--- src/rtl/add_arbiter.sv ---
// add_arbiter: round-robin sharing of one req/fin handshake adder among Num
// requesters. Operands are registered at grant, the adder result is captured
// on a synchronized add_fin rising edge or after a fixed timeout, and the
// granted requester sees a one-hot fin until it releases its request.
module add_arbiter #(
  parameter int Width   = 32,
  parameter int Num     = 4,
  parameter int Timeout = 8
) (
  input  logic                 clk,
  input  logic                 rst,
  input  logic [Num-1:0]       req,
  input  logic [Num*Width-1:0] x_bus,
  input  logic [Num*Width-1:0] y_bus,
  output logic [Num-1:0]       fin,
  output logic [Width-1:0]     so,
  output logic                 couto,
  output logic                 tmo,
  output logic                 add_req,
  output logic [Width-1:0]     add_x,
  output logic [Width-1:0]     add_y,
  input  logic [Width-1:0]     add_so,
  input  logic                 add_couto,
  input  logic                 add_fin
);

  localparam int PtrW = (Num > 1) ? $clog2(Num) : 1;
  localparam int CntW = (Timeout > 1) ? $clog2(Timeout) : 1;
  localparam logic [PtrW:0]   NumW    = (PtrW + 1)'(Num);
  localparam logic [CntW-1:0] CntLast = CntW'(Timeout - 1);

  typedef enum logic [1:0] {IDLE, LOAD, WAIT, DONE} state_e;

  state_e            state_q;
  logic [PtrW-1:0]   ptr_q;
  logic [PtrW-1:0]   grant_q;
  logic [CntW-1:0]   cnt_q;
  logic [Num-1:0]    fin_q;
  logic [Width-1:0]  so_q;
  logic              couto_q;
  logic              tmo_q;
  logic              add_req_q;
  logic [Width-1:0]  add_x_q;
  logic [Width-1:0]  add_y_q;

  // add_fin synchronizer: two metastability stages plus the edge register.
  logic              fin_s1_q;
  logic              fin_s2_q;
  logic              fin_s3_q;
  logic              fin_edge;

  // Arbitration helpers.
  logic [Num-1:0]    req_rot;
  logic [PtrW-1:0]   off_d;
  logic [PtrW:0]     gsum;
  logic [PtrW:0]     psum;
  logic [PtrW-1:0]   grant_d;
  logic [PtrW-1:0]   ptr_d;
  logic [Width-1:0]  x_d;
  logic [Width-1:0]  y_d;

  // Bring the asynchronous adder done into the clock domain.
  always_ff @(posedge clk or posedge rst) begin
    if (rst) begin
      fin_s1_q <= 1'b0;
      fin_s2_q <= 1'b0;
      fin_s3_q <= 1'b0;
    end else begin
      // NOTE: non-blocking so each stage takes the previous stage's old value;
      // blocking here would collapse the chain into a single flop.
      fin_s1_q <= add_fin;
      fin_s2_q <= fin_s1_q;
      fin_s3_q <= fin_s2_q;
    end
  end

  assign fin_edge = fin_s2_q & ~fin_s3_q;

  // Round-robin pick starting at ptr, next pointer, and granted operands.
  always_comb begin
    // NOTE: every variable gets a value before any condition, so no path
    // leaves one unassigned and no latch is inferred.
    req_rot = Num'({req, req} >> ptr_q);
    off_d   = '0;
    for (int i = Num - 1; i >= 0; i--) begin
      if (req_rot[i]) off_d = PtrW'(i);
    end
    gsum = {1'b0, ptr_q} + {1'b0, off_d};
    if (gsum >= NumW) gsum = gsum - NumW;
    grant_d = gsum[PtrW-1:0];
    psum = {1'b0, grant_d} + (PtrW + 1)'(1);
    if (psum >= NumW) psum = psum - NumW;
    ptr_d = psum[PtrW-1:0];
    x_d = '0;
    y_d = '0;
    for (int i = 0; i < Num; i++) begin
      if (grant_d == PtrW'(i)) begin
        x_d = x_bus[i*Width +: Width];
        y_d = y_bus[i*Width +: Width];
      end
    end
  end

  // Operation sequencer: grant, raise add_req, capture result, wait release.
  always_ff @(posedge clk or posedge rst) begin
    if (rst) begin
      // NOTE: reset clears the operand and result registers too, so a reset
      // mid-operation leaves no stale value visible on any output.
      state_q   <= IDLE;
      ptr_q     <= '0;
      grant_q   <= '0;
      cnt_q     <= '0;
      fin_q     <= '0;
      so_q      <= '0;
      couto_q   <= 1'b0;
      tmo_q     <= 1'b0;
      add_req_q <= 1'b0;
      add_x_q   <= '0;
      add_y_q   <= '0;
    end else begin
      case (state_q)
        IDLE: begin
          if (|req) begin
            add_x_q <= x_d;
            add_y_q <= y_d;
            grant_q <= grant_d;
            ptr_q   <= ptr_d;
            state_q <= LOAD;
          end
        end
        LOAD: begin
          add_req_q <= 1'b1;
          cnt_q     <= '0;
          state_q   <= WAIT;
        end
        WAIT: begin
          cnt_q <= cnt_q + CntW'(1);
          if (fin_edge || (cnt_q == CntLast)) begin
            so_q      <= add_so;
            couto_q   <= add_couto;
            tmo_q     <= ~fin_edge;
            add_req_q <= 1'b0;
            fin_q     <= Num'(1) << grant_q;
            state_q   <= DONE;
          end
        end
        DONE: begin
          // fin_q is one-hot on the grantee, so this tests req[grant] low.
          if (~|(req & fin_q)) begin
            fin_q   <= '0;
            tmo_q   <= 1'b0;
            state_q <= IDLE;
          end
        end
        default: state_q <= IDLE;
      endcase
    end
  end

  assign fin     = fin_q;
  assign so      = so_q;
  assign couto   = couto_q;
  assign tmo     = tmo_q;
  assign add_req = add_req_q;
  assign add_x   = add_x_q;
  assign add_y   = add_y_q;

endmodule

--- config.mk ---
export PLATFORM = sky130hd
export DESIGN_NAME = add_arbiter
export DESIGN_NICKNAME = d
export VERILOG_FILES = /design/src/rtl/add_arbiter.sv
export SDC_FILE = /design/constraint.sdc
export NUM_CORES = 1
export LEC_CHECK = 0
export ABC_AREA = 1
export ABC_CLOCK_PERIOD_IN_PS = 5600
export CAP_MARGIN = 5
export CORE_AREA = 2 2 157 159
export CTS_BUF_LIST = sky130_fd_sc_hd__clkbuf_8
export DETAILED_ROUTE_END_ITERATION = 12
export DIE_AREA = 0 0 159 161
export GPL_ROUTABILITY_DRIVEN = 0
export HOLD_SLACK_MARGIN = 0.08
export PLACE_DENSITY = 0.58
export SETUP_SLACK_MARGIN = 0.4
export SYNTH_ARGS = -nofsm -noshare
export SYNTH_HDL_FRONTEND = slang
export SYNTH_SLANG_ARGS = --single-unit
--- constraint.sdc ---
create_clock -name clk -period 5.6 [get_ports clk]
set_clock_uncertainty 0.05 [all_clocks]
set_input_delay 0.84 -clock clk [delete_from_list [all_inputs] [get_ports clk]]
set_output_delay 0.84 -clock clk [all_outputs]
set_load 0.005 [all_outputs]
---- Yosys cells after proc, flatten, opt, wreduce, memory -nomap -nowiden ----
Index checks and enable logic that the tools add are counted.
storage, ports and cells
  bits of input ports ..................... 296
  output and inout port bits .............. 103
  bits in registers ....................... 115
  word-level logic and storage cells ...... 76
operators by class
  magnitude comparators ................... 2
  equal/unequal tests ..................... 10
  bitwise operators ....................... 4
  shift operators ......................... 2
  reductions and logical operators ........ 12
  add/sub/neg operators ................... 5
  multiplexer cells ....................... 27
operators with widths
  cell                                                                 number
  32-bit 2-to-1 mux                                                    8
  2-bit 2-to-1 mux                                                     9
  2-bit == test (second input constant)                                4
  4-bit 2-to-1 mux                                                     2
  2-bit one-hot mux with 4 select lines                                1
  4-bit one-hot mux with 2 select lines                                1
  4-bit OR reduction                                                   2
  8-bit by 2-bit right shift with 4-bit output                         1
  3-bit greater-or-equal comparator (second input constant)            2
  2-bit != test (second input constant)                                3
  3-bit one-hot mux with 2 select lines                                1
  2-bit AND reduction                                                  3
  3-bit AND reduction                                                  2
  4-bit bitwise AND                                                    1
  2-bit by 1-bit == test with 1-bit output (second input constant)     2
  2-bit logical NOT                                                    2
  1-bit one-hot mux with 2 select lines                                2
  2-bit nonzero test                                                   2
  1-bit by 2-bit << shifter with 4-bit output (first input constant)   1
  2-bit by 1-bit subtractor with 2-bit output (second input constant)  2
  2-bit by 1-bit adder with 3-bit output (second input constant)       1
  2-bit by 2-bit adder with 3-bit output                               1
  3-bit by 1-bit adder with 3-bit output (second input constant)       1
  3-bit == test (second input constant)                                1
  other kinds (4)                                                      7

---- Logic depth before layout (Yosys ltp) ----
  word-level depth ........................ 13
  gate-level depth with buffers ........... 20
  gate-level depth less buffers ........... 19

---- Worst setup path after synthesis ----
OpenSTA, ideal clock, no wires.
  path type ............................... input -> register
  start point ............................. input req[1]
  end point ............................... register add_x_q[0] (netlist: add_x[0])
  buffers on the path ..................... 2
  cell stages on the path ................. 18
  arrival ................................. 2.753 ns
  path slack .............................. 2.720 ns
  setup time .............................. 0.077 ns
  path through ............................ nand2_1 -> nand3_1 -> nand2_1 -> nand3_1 -> a21boi_0 -> ha_1 -> xor2_1 -> inv_1 -> nand3_1 -> nand2_1 -> inv_1 -> ha_1 -> buf_4 -> buf_2 -> a21oi_1 -> nand2_1 -> o211ai_1 -> a21oi_1
on the way
  cells in the longest elaborated chain, start to end .. 13
  elaborated cells on any way between the ends .. 19
  those cells by class .................... 2 x add/sub; 1 x order compare; 3 x eq/ne; 1 x shift; 9 x mux; 3 x reduce/logical
ends and longest elaborated chain
  what                                                                                                     line  text
  from (decl)                                                                                              12    input logic [Num-1:0] req,
  8-bit by 2-bit right shift with 4-bit output (*)                                                         83    req_rot = Num'({req, req} >> ptr_q);
  2-bit 2-to-1 mux (3 in series)                                                                           86    if (req_rot[i]) off_d = PtrW'(i);
  2-bit 2-to-1 mux (*)                                                                                     86
  2-bit by 2-bit adder with 3-bit output (*)                                                               88    gsum = {1'b0, ptr_q} + {1'b0, off_d};
  3-bit greater-or-equal comparator / 2-bit by 1-bit subtractor with 2-bit output (equally long branches)  89    if (gsum >= NumW) gsum = gsum - NumW;
  2-bit 2-to-1 mux (*)                                                                                     89
  named net gsum[1]                                                                                        55    logic [PtrW:0] gsum;
  2-bit logical NOT                                                                                        97    if (grant_d == PtrW'(i)) begin
  32-bit 2-to-1 mux (3 in series)                                                                          97
  32-bit 2-to-1 mux (*)                                                                                    97
  to (signal assigned)                                                                                     118   add_x_q <= '0;
  to (signal assigned)                                                                                     124   add_x_q <= x_d;
  to (decl)                                                                                                43    logic [Width-1:0] add_x_q;
The timed path passes the listed nets; every way through them passes the cells marked *.
A chain may end at the register's enable or synchronous reset.

---- Worst setup path after layout ----
  start point ............................. input req[2]
  end point ............................... register add_x_q[25] (netlist: add_x[25])
The elaborated chain is that of the path after synthesis.

==> flow_summary.toml <==
[synth]
synth_warnings = 0
synth_top_area_share_pct = 45.2
synth_fp_nets = 1147
synth_area_per_cell_um2 = 7.58
ys_seq_area_share_pct = 45.2
synth_common_cells = "265 x nand2_1, 197 x a21oi_1, 115 x dfrtp_1"
synth_area_um2 = 6360
yosys.area.top_type = "dfrtp_1"
synth_most_common_cell = "nand2_1"
ys_top_cells_by_area = "dfrtp_1 45%, nand2_1 16%, a21oi_1 15%"
syn_inst = 840
synth-edff-count = 0
ys.flop_type = "dfrtp_1"
async_reset_ff_share_pct = 100
synth_cell_types = 23
ys_ff_latch = 115

[cts]
cts_repair_resize_count = 0
cts_setup_buffers = 0
cts_hold_buf = 0
cts_tree = "built"
cts_sinks = 115
clk_pin_slew_ns = 0.09
cts_root_buf = "clkbuf_8"
clock_path_buffers = 2
tritoncts.num_buffers = 17
htree_levels = 4
clk_latency_ns = 0.44

[detailed_routing]
drc = 0
viasPerCell = 4.78
wire_per_inst_um = 18.6
vias = 7409
ant_nets = 0
drt-initial-drc-count = 427
dr.pass1.iters = 5
route.final.wire_length_um = 28900

[setup_path]
path_delay_family = "buffers and inverters"
cp_data_arrival_time_ns = 4.30
cp-start-kind = "input port"
crit_chain = "clkdlybuf4s50_1 -> nand2_1 -> nand3_1 -> nand3_1 -> a21boi_0 -> ha_1 -> xor2_1 -> inv_1 -> nand3_1 -> nand2_1 -> inv_1 -> ha_1 -> inv_1 -> nor2_4 -> buf_4 -> nand2_1 -> nand2_1 -> o211ai_1 -> a21oi_1"
rr_worst_depth = 19
crit_buf_inv = 5
reg2reg_from = "ptr_q[1]$_DFFE_PP0P_"
critPathSlowestCell = "buf_4"
cp_max_fo = 43
required_ns = 5.90
path_class = "in -> reg"
cp.depth = 19
slowest_delay_ns = 0.56
crit_top_cell = "nand2_1"
r2r_setup_slack_ns = 1.96
r2r-end = "add_x[25]$_DFFE_PP0P_"
end_kind = "register"

[layout]
drive_gt1_share_pct = 4.83
nets = 1516
synthToLayoutAreaGrowth_pct = 71.1
final_area_um2 = 10900
fillCellCount = 2486
regArea_um2 = 2880
fin_cells = 1550
multiInputGateArea_um2 = 3090
post-route-util_pct = 45.4

[global_route]
grt_util_all_layers_pct = 22.1
grt_max_degree = 68
gr-total-overflow = 0
antenna_found_initial = 3
first_global_vias = 7536
grt_pass1_wl_um = 43800

[place]
dp.final_hpwl_um = 20000
place_area_um2 = 10500
placedCellCount = 1514
place.port_buffers = 398
place_ws_ns = 1.06

[sta]
hold_ws_ns = 0.307
fmaxAchievable_mhz = 250
setup_viol = 0
relSlewSlack_pct = 40.3
finalSetupTns_ns = 0
period_share_pct = 71.4
drv_slew = 0
fin_crit_ns = 4.00
rsz0062_at_grt = "no"
hold_violations = 0
worst_pin_slew_ns = 0.896
layout_setup_ws_ns = 1.60

[pwr]
p_leak_nw = 4.64
p_per_area_nw_per_um2 = 707
p_total_mw = 7.70
peakVddDrop_mv = 0.588

[floorplanning]
die_w_um = 159
core_region_area_um2 = 24000
die-area_um2 = 25600
ios = 399
start_util_pct = 26.6
die_h_um = 161
rows = 57

[worst_hold_path]
min_delay_path_depth = 0
min_from = "fin_s1_q$_DFF_PP0_"
hold_class = "reg -> reg"
hold-path-endpoint = "fin_s2_q$_DFF_PP0_"

[job]
drv_cap = 0

[run_status]
status = "completed"
kinds of logic (layout without fill, tap and decap cells):
logic type / Yosys count / count (layout) / synth area share [%]
AO/OA/AOI/OAI: 275 / 275 / 24.3
adder cells (fa/ha/maj): 11 / 11 / 2.16
AND/OR/NAND/NOR: 357 / 357 / 21.8
buffers and inverters: 81 / 463 / 6.37
other: 0 / 4 / 0
XOR/XNOR: 1 / 1 / 0.138
flip-flops: 115 / 115 / 45.2
report_power, final:
part / internal [mW] / leakage [nW] / total, mW / switching (mW)
logic: 2.21 / 3.12 / 5.46 / 3.25
registers: 1.27 / 1.35 / 1.51 / 0.239
clock network: 0.318 / 0.174 / 0.736 / 0.419
total: 3.79 / 4.64 / 7.70 / 3.91
worst max path at each step:
stage                       from                    end
after floorplan              rst    add_req$_DFFE_PP0P_
after global placement    req[2]  add_x[28]$_DFFE_PP0P_
after detailed placement  req[1]  add_x[28]$_DFFE_PP0P_
after CTS                 req[1]  add_x[28]$_DFFE_PP0P_
after global routing      req[1]  add_x[25]$_DFFE_PP0P_
final                     req[2]  add_x[25]$_DFFE_PP0P_
flip-flops by register name, indices dropped and copies added, names as in the netlist:
signal    flops
add_req       1
add_x        32
add_y        32
cnt_q         3
couto         1
fin           4
fin_s1_q      1
fin_s2_q      1
fin_s3_q      1
grant_q       2
ptr_q         2
so           32
state_q       2
tmo           1
layout make-up:
cell class	instances	area share [%]
inverters	22	0.781
clock inverters	15	1.14
repair buffers	409	37.3
well taps	324	3.72
clock buffers	17	2.15
multi-input cells	644	28.4
diodes	4	0.0919
flip-flops and latches	115	26.4
layout by cell type (no fill, tap or decap):
cell type,n
nand3_1,17
inv_4,1
clkdlybuf4s50_1,398
dfrtp_1,115
ha_2,3
a21oi_1,197
inv_2,5
nor2_4,2
buf_4,11
o21ai_0,9
inv_6,5
nand2_1,265
ha_1,8
inv_1,16
clkbuf_8,17
clkinv_4,2
o211ai_1,64
o21bai_1,1
a21boi_0,1
nand2_2,3
nor2_1,68
diode_2,4
clkinvlp_4,4
inv_8,2
a22o_1,1
clkinv_2,2
o21ai_1,2
xor2_1,1
nor2_2,2
worst reg2reg max path: stages (launching register included):
cell and delay [ns]:
dfrtp_1 0.46, inv_1 0.16, nand3_1 0.10, nand2_1 0.10
nand3_1 0.07, a21boi_0 0.18, ha_1 0.19, xor2_1 0.18
inv_1 0.06, nand3_1 0.08, nand2_1 0.11, inv_1 0.10
ha_1 0.14, inv_1 0.06, nor2_4 0.47, buf_4 0.56
nand2_1 0.12, nand2_1 0.11, o211ai_1 0.10, a21oi_1 0.17
per-layer routing:
metal	share of wire (%)	routed length [µm]	track usage, %
met2	49	14100	37.8
met1	40	11600	25.6
met3	8.4	2440	7.52
met4	2.5	735	8.51
met5	0	0	0
(Power assumes the default switching activity.)
